===== src/rtl/bus_arbiter.sv =====
// bus_arbiter: three-way round-robin bus arbiter with hold timeout and drain gap.
// Gives one requester at a time ownership of the shared buses.
module bus_arbiter #(
    parameter int MAX_HOLD     = 16,
    parameter int DRAIN_CYCLES = 1
) (
    input  logic       reset,
    input  logic       ctrl_clk,
    input  logic [2:0] req,
    input  logic [2:0] done,
    output logic [2:0] grant,
    output logic [1:0] owner,
    output logic       control_enable,
    output logic       timeout,
    output logic [1:0] timeout_id,
    output logic       busy
);
    localparam logic [1:0] IDLE  = 2'd0;
    localparam logic [1:0] OWNED = 2'd1;
    localparam logic [1:0] DRAIN = 2'd2;

    logic [1:0] state_q, state_d;
    logic [2:0] grant_q, grant_d;
    logic [1:0] owner_q, owner_d;
    logic       timeout_q, timeout_d;
    logic [1:0] timeout_id_q, timeout_id_d;
    logic [1:0] rr_ptr_q, rr_ptr_d;
    logic [7:0] hold_cnt_q, hold_cnt_d;
    logic [1:0] drain_cnt_q, drain_cnt_d;
    logic [1:0] win;
    logic [2:0] idx;
    logic       rel;

    // Scan from the highest offset down so the first set bit after rr_ptr wins.
    always_comb begin
        win = 2'd0;
        idx = 3'd0;
        for (int i = 2; i >= 0; i--) begin
            idx = {1'b0, rr_ptr_q} + 3'(i);
            if (idx >= 3'd3) idx = idx - 3'd3;
            if (req[idx[1:0]]) win = idx[1:0];
        end
    end

    assign rel = done[owner_q] || !req[owner_q];

    always_comb begin
        state_d      = state_q;
        grant_d      = grant_q;
        owner_d      = owner_q;
        timeout_d    = 1'b0;
        timeout_id_d = timeout_id_q;
        rr_ptr_d     = rr_ptr_q;
        hold_cnt_d   = hold_cnt_q;
        drain_cnt_d  = drain_cnt_q;
        case (state_q)
            IDLE: if (|req) begin
                state_d    = OWNED;
                grant_d    = 3'b001 << win;
                owner_d    = win;
                hold_cnt_d = 8'd0;
                rr_ptr_d   = (win == 2'd2) ? 2'd0 : win + 2'd1;
            end
            OWNED: begin
                hold_cnt_d = hold_cnt_q + 8'd1;
                // A voluntary release takes priority over the hold limit.
                if (rel || hold_cnt_q == 8'(MAX_HOLD - 1)) begin
                    state_d      = DRAIN;
                    grant_d      = 3'b000;
                    owner_d      = 2'd3;
                    drain_cnt_d  = 2'd0;
                    timeout_d    = !rel;
                    timeout_id_d = rel ? timeout_id_q : owner_q;
                end
            end
            DRAIN: begin
                state_d     = (drain_cnt_q == 2'(DRAIN_CYCLES - 1)) ? IDLE : DRAIN;
                drain_cnt_d = drain_cnt_q + 2'd1;
            end
            default: state_d = IDLE;
        endcase
    end

    always_ff @(posedge ctrl_clk or posedge reset) begin
        if (reset) begin
            state_q      <= IDLE;
            grant_q      <= 3'b000;
            owner_q      <= 2'd3;
            timeout_q    <= 1'b0;
            timeout_id_q <= 2'd0;
            rr_ptr_q     <= 2'd0;
            hold_cnt_q   <= 8'd0;
            drain_cnt_q  <= 2'd0;
        end else begin
            state_q      <= state_d;
            grant_q      <= grant_d;
            owner_q      <= owner_d;
            timeout_q    <= timeout_d;
            timeout_id_q <= timeout_id_d;
            rr_ptr_q     <= rr_ptr_d;
            hold_cnt_q   <= hold_cnt_d;
            drain_cnt_q  <= drain_cnt_d;
        end
    end

    assign grant          = grant_q;
    assign owner          = owner_q;
    assign control_enable = grant_q[0];
    assign timeout        = timeout_q;
    assign timeout_id     = timeout_id_q;
    assign busy           = state_q != IDLE;
endmodule


===== config.mk =====
export PLATFORM = sky130hd
export DESIGN_NAME = bus_arbiter
export DESIGN_NICKNAME = d
export VERILOG_FILES = /design/src/rtl/bus_arbiter.sv
export SDC_FILE = /design/constraint.sdc
export NUM_CORES = 1
export LEC_CHECK = 0
export BUFFER_PORTS_ARGS = -buffer_cell sky130_fd_sc_hd__buf_2
export CORE_ASPECT_RATIO = 0.8
export CORE_UTILIZATION = 30
export DETAILED_ROUTE_END_ITERATION = 16
export PLACE_DENSITY_LB_ADDON = 0.1
export SKIP_CTS_REPAIR_TIMING = 1
export SYNTH_ARGS = -nofsm -noshare
export SYNTH_HDL_FRONTEND = slang
export SYNTH_SLANG_ARGS = --single-unit

===== constraint.sdc =====
create_clock -name ctrl_clk -period 5 [get_ports ctrl_clk]
set_input_delay 0.25 -clock ctrl_clk [delete_from_list [all_inputs] [get_ports ctrl_clk]]
set_output_delay 0.25 -clock ctrl_clk [all_outputs]
set_load 0.1 [all_outputs]

== Yosys cells after proc, flatten, opt, wreduce, memory -nomap -nowiden ==
Cells that the tools add are included.

* Logic and storage cells: 80
* Register bits: 22
* Bits of input ports: 8

* Magnitude comparators: 7
* Multiplexer cells: 33
* $add $sub $neg: 8
* Shift-type cells: 1
* Reductions and logical operators: 16
* Bitwise logic cells: 1
* Equal/unequal tests: 6

{| class="wikitable"
|+ Operators with widths
! kind !! count
|-
| $mux 2 || 13
|-
| $pmux 8 s2 || 1
|-
| $lt 2x3->1 const B || 4
|-
| $bmux 1 s2 || 5
|-
| $add 8x1->8 const B || 1
|-
| $eq 8x4->1 const B || 1
|-
| $mux 8 || 1
|-
| $pmux 2 s2 || 2
|-
| $reduce_and 2->1 || 4
|-
| $mux 1 || 7
|-
| $ge 3x2->1 const B || 2
|-
| $mux 3 || 2
|-
| $pmux 2 s3 || 1
|-
| $pmux 3 s2 || 1
|-
| $reduce_and 3->1 || 2
|-
| $reduce_bool 2->1 || 3
|-
| $sub 2x2->2 const B || 3
|-
| $add 2x1->2 const B || 2
|-
| $eq 2x2->1 const B || 2
|-
| $logic_not 2->1 || 2
|-
| $ne 2x2->1 const B || 2
|-
| $add 2x1->3 const B || 1
|-
| $add 2x2->3 const B || 1
|-
| $reduce_or 3->1 || 1
|-
| other kinds (6) || 8
|}

== Logic depth before layout (Yosys ltp) ==
* Depth after elaboration: 11
* Mapped depth: 8

== Worst setup path after synthesis ==
OpenSTA, ideal clock, no wires.

* Path type: register -> register
* Start: reg owner_q[1] (netlist: owner[1])
* End: reg timeout_id_q[0] (netlist: timeout_id[0])
* Arrival time: 1.863 ns
* Required time: 4.872 ns
* Path buffers: 0
* Setup time: 0.128 ns
* Clock period less this slack: 1.991 ns
* Cell stages (with the launch flop): 4
* Path slack: 3.009 ns
* Cells stage by stage: dfstp_2 -> o311ai_1 -> or4_4 -> mux2_1

* Cells in the longest elaborated chain, start to end: 6
* Elaborated cells between the ends (all ways): 9
* Classes of those cells: mux (4); bitwise (1); reduce/logical (4)

{| class="wikitable"
|+ RTL lines
! element !! RTL line !! text
|-
| from (decl) || 24 || <nowiki>logic [1:0] owner_q, owner_d;</nowiki>
|-
| from (signal assigned) || 97 || <nowiki>owner_q <= owner_d;</nowiki>
|-
| $bmux 1 s2 || 45 || <nowiki>assign rel = done[owner_q] || !req[owner_q];</nowiki>
|-
| $mux 1 (implied by the code) || 45 ||
|-
| $logic_not 1->1 || 45 ||
|-
| $logic_or 1x1->1 (*) || 45 ||
|-
| $logic_or 1x1->1 or $not 1->1 (tied branches) || n/a ||
|-
| $reduce_and 3->1 (no line) (*) || n/a ||
|-
| to (signal assigned) || 99 || <nowiki>timeout_id_q <= timeout_id_d;</nowiki>
|-
| to (decl) || 26 || <nowiki>logic [1:0] timeout_id_q, timeout_id_d;</nowiki>
|}

Every way passes the cells marked *; elsewhere a longest branch is shown, timed or not. The select of a mux whose other input is x is not followed.
A chain may end at the register's enable or synchronous reset.

== Final worst setup path ==
* Start: reg rr_ptr_q[0]
* End: reg rr_ptr_q[1]

* Cells in the longest elaborated chain, start to end: 10
* Elaborated cells between the ends (all ways): 23
* Classes of those cells: add/sub (6); order compare (3); eq/ne (1); mux (13)

{| class="wikitable"
|+ RTL lines
! element !! RTL line !! text
|-
| from (decl) || 27 || <nowiki>logic [1:0] rr_ptr_q, rr_ptr_d;</nowiki>
|-
| from (signal assigned) || 100 || <nowiki>rr_ptr_q <= rr_ptr_d;</nowiki>
|-
| $add 2x2->3 || 39 || <nowiki>idx = {1'b0, rr_ptr_q} + 3'(i);</nowiki>
|-
| $ge 3x2->1 or $sub 2x2->2 (tied branches) || 40 || <nowiki>if (idx >= 3'd3) idx = idx - 3'd3;</nowiki>
|-
| $mux 2 || 40 ||
|-
| $bmux 1 s2 || 41 || <nowiki>if (req[idx[1:0]]) win = idx[1:0];</nowiki>
|-
| $mux 1 (implied by the code) || 41 ||
|-
| $mux 2 (2 in series) || 41 ||
|-
| $mux 2 (*) || 41 ||
|-
| $add 2x1->2 or $eq 2x2->1 (tied branches) || 62 || <nowiki>rr_ptr_d = (win == 2'd2) ? 2'd0 : win + 2'd1;</nowiki>
|-
| $mux 2 (*) || 62 ||
|}

Marks and branches as above.

==> flow_summary_export.csv <==
group,metric,value,unit
outcome,status,"finished clean",
synthesis,ys_types,36,
detailed_routing,routed_wl,2.64,mm
clock_network,clock-sinks,22,
sta,finalMaxSlewViolations,0,
clock_network,path_clk_slew,0.09,ns
detailed_routing,num_vias,1007,
synthesis,synth-seq-cells,22,
clock_network,numCtsBuffers,3,
clock_network,cts_tree,"yes",
synthesis,synth_area_leader_cell,"dfrtp_1",
clock_network,htreeDepth,1,
worst_setup_path,critPathCaptureType,"register",
sta,max-slew-margin-rel,43.5,%
clock_network,clock_latency,0.27,ns
placement,portBuffers,17,
sta,setup_viol,0,
layout,layout.cells.non_filler,202,
worst_setup_path,reg2reg_depth,7,
worst_setup_path,path_max_fanout,6,
sta,finalHoldViolCount,0,
synthesis,seq_area_frac_synth,46.4,%
worst_setup_path,crit_arrival,2.08,ns
flow_run,cap_violations,0,
worst_setup_path,path_class,"reg2reg",
clock_network,root_buffer,"clkbuf_8",
pwr,p_per_area,732,nW/µm²
hold_path,hold_path_class,"in2async",
worst_setup_path,rr_startpoint,"rr_ptr_q[0]$_DFFE_PP0P_",
pwr,ir_drop,0.451,mV
worst_setup_path,reg2reg_to,"rr_ptr_q[1]$_DFFE_PP0P_",
sta,fmax,0.521,GHz
global_route,grt_usage,14.9,%
synthesis,syn_area,1190,µm²
worst_setup_path,cpMaxStageDelayCell,"dfrtp_1",
pwr,power.total,1020,µW
floorplanning,fp.dieH,58.4,µm
layout,syn_to_final_growth,17.3,%
placement,dpl.hpwl,1.96,mm
placement,gp_congestion,0.778,
worst_setup_path,crit_required,5.16,ns
floorplanning,die_width,72.5,µm
clock_network,clock_path_buffers,2,
sta,setup-tns-final,0,ns
worst_setup_path,start_kind,"register",
worst_setup_path,rrSetupSlack,3.08,ns
sta,period_share,38.4,%
detailed_routing,drt-initial-drc-count,111,
layout,final_layout_size_suffix_gt1_share,19.0,%
detailed_routing,antenna_left,0,
worst_setup_path,critPathBufInv,1,
sta,setup_ws,3.08,ns
sta,period_minus_slack,1.92,ns
floorplanning,die_area,4230,µm²
synthesis,syn_inst,130,
global_route,grt_pass1_vias,1003,
global_route,grt_max_degree,23,
layout,nNetsFinal,161,
worst_setup_path,critPathTopFamily,"compound AO/OA/AOI/OAI gates",
floorplanning,rows,20,
global_route,grt_pass1_wl,4.88,mm
sta,worst_pin_slew,0.847,ns
worst_setup_path,cp_cell_sequence,"inv_1 > ha_1 > mux2i_1 > nor2_1 > a211oi_1 > nand2_1 > a221oi_1",
global_route,overflow,0,
detailed_routing,drc,0,
floorplanning,start_util,31.3,%
detailed_routing,wire_per_inst,13.1,µm
synthesis,synth.top_cell.area_share,42.0,%
synthesis,synth_area_leaders,"dfrtp_1 (42%), o21ai_0 (5.9%), ha_1 (5.2%), dfstp_2 (4.4%), nor2_1 (3.8%)",
synthesis,syn_avg_cell_area,9.17,µm²
global_route,antenna_found_initial,0,
placement,post-place-cells,198,
floorplanning,coreArea,3800,µm²
detailed_routing,via_per_inst,4.99,
synthesis,ys_warn_count,0,
sta,rsz0062_at_grt,"no",
synthesis,syn-num-nets,143,
placement,preCtsSetupSlack,3.09,ns
sta,fin_skew,0.0122,ns
worst_setup_path,max_stage_delay,0.38,ns
detailed_routing,drt_pass1_iterations,4,
floorplanning,io_pins,18,
pwr,power_leakage,0.000659,µW
layout,diodes,0,
[kinds of logic (layout without fill, tap and decap cells)]
group                      after synthesis  in the layout  synth area share [%]
muxes                                    3              3                  2.73
AOI/OAI and AO/OA                       37             37                  19.6
buffers and inverters                   14             31                  4.72
xor gates and xnor gates                 1              1                 0.735
DFF                                     22             22                  46.4
and+or+nand+nor                         48             48                  20.6
adders and majority gates                5              5                  5.25
[layout make-up]
cell class | instances | area [µm²]
clock inverters | 1 | 30.0
inverters | 10 | 37.5
flip-flops and latches | 22 | 553
well taps | 55 | 68.8
multi-input cells | 94 | 583
repair buffers | 17 | 85.1
fillers | 421 | 2400
clock buffers | 3 | 41.3
[stage by stage]
stage               cell area, µm²  utilization [%]  hold slack, ns
finish                        1400             36.8           0.135
global route                  1400             36.8           0.216
CTS                           1400             36.8           0.178
detailed placement            1330             34.9           0.481
global placement              1330             34.9           0.475
floorplan                     1190                -           0.238
[power by group]
| part | switching (µW) | internal [µW] | total (µW) |
|---|---|---|---|
| logic | 412 | 161 | 573 |
| clock network | 60.0 | 107 | 167 |
| registers | 45.0 | 239 | 284 |
| total | 517 | 506 | 1020 |
[per-layer routing]
layer	share of wire [%]	GRT usage, %
met5	0	0
met4	0.42	2.52
met3	4.8	3.60
met2	43	23.4
met1	52	21.3
[layout by cell type, fill, tap and decap left out]
cell       count
or2_2          2
nand4_1        2
ha_1           5
a211o_1        1
nand2_1       11
nor2b_1        3
o31ai_1        2
clkbuf_8       3
inv_1          9
nand2b_1       4
a221oi_1       1
o22ai_1        2
o21a_1         1
mux2i_1        1
a32o_1         1
nor2_1        12
nand3b_1       1
o311ai_1       1
o32ai_1        2
inv_2          1
o211ai_1       2
mux2_1         2
bufinv_16      1
and3_1         3
or4_4          2
nor3_1         2
dfrtp_1       20
and2_1         1
a211oi_1       1
a21oi_1        7
xnor2_1        1
o21ai_0       14
a22o_1         1
buf_2         17
a32oi_1        1
nand3_1        5
dfstp_2        2
[state kept, by name, indices dropped and copies added (netlist names)]
register	cells
timeout_id	2
drain_cnt_q	2
timeout	1
owner	2
rr_ptr_q	2
grant	3
hold_cnt_q	8
state_q	2
[worst register-to-register path, cell delays in order (launching register included)]
cell and delay, ns:
dfrtp_1 0.38, inv_1 0.10, ha_1 0.28, mux2i_1 0.21
nor2_1 0.05, a211oi_1 0.33, nand2_1 0.18, a221oi_1 0.29
[Yosys cell counts]
master and count:
nand4_1 2, and3_1 3, or2_2 2, xnor2_1 1, o21a_1 1, clkbuf_1 3
nand2_1 11, mux2_1 2, nand3b_1 1, a32o_1 1, or4_4 2, nor2_1 12
o32ai_1 2, inv_1 9, a22o_1 1, a221oi_1 1, a32oi_1 1, o21ai_0 14
dfstp_2 2, nor3_1 2, inv_2 1, o31ai_1 2, nor2b_1 3, a211oi_1 1
mux2i_1 1, buf_4 1, o22ai_1 2, a211o_1 1, nand2b_1 4, and2_1 1
nand3_1 5, a21oi_1 7, o311ai_1 1, o211ai_1 2, dfrtp_1 20, ha_1 5
[worst max-delay path by stage]
stage                         startpoint                   endpoint  slack, ns  cells past startpoint
6_report         rr_ptr_q[0]$_DFFE_PP0P_    rr_ptr_q[1]$_DFFE_PP0P_       3.08                      7
5_1_grt          rr_ptr_q[0]$_DFFE_PP0P_    rr_ptr_q[1]$_DFFE_PP0P_       2.96                      7
4_1_cts          rr_ptr_q[0]$_DFFE_PP0P_    rr_ptr_q[1]$_DFFE_PP0P_       3.10                      7
3_5_place_dp     rr_ptr_q[0]$_DFFE_PP0P_    rr_ptr_q[1]$_DFFE_PP0P_       3.09                      7
3_3_place_gp   hold_cnt_q[4]$_DFFE_PP0P_  timeout_id[0]$_DFFE_PP0P_       3.14                      3
2_1_floorplan       owner[1]$_DFFE_PP1P_  timeout_id[0]$_DFFE_PP0P_       3.01                      3
No activity file was read; power rests on OpenSTA's default activity.
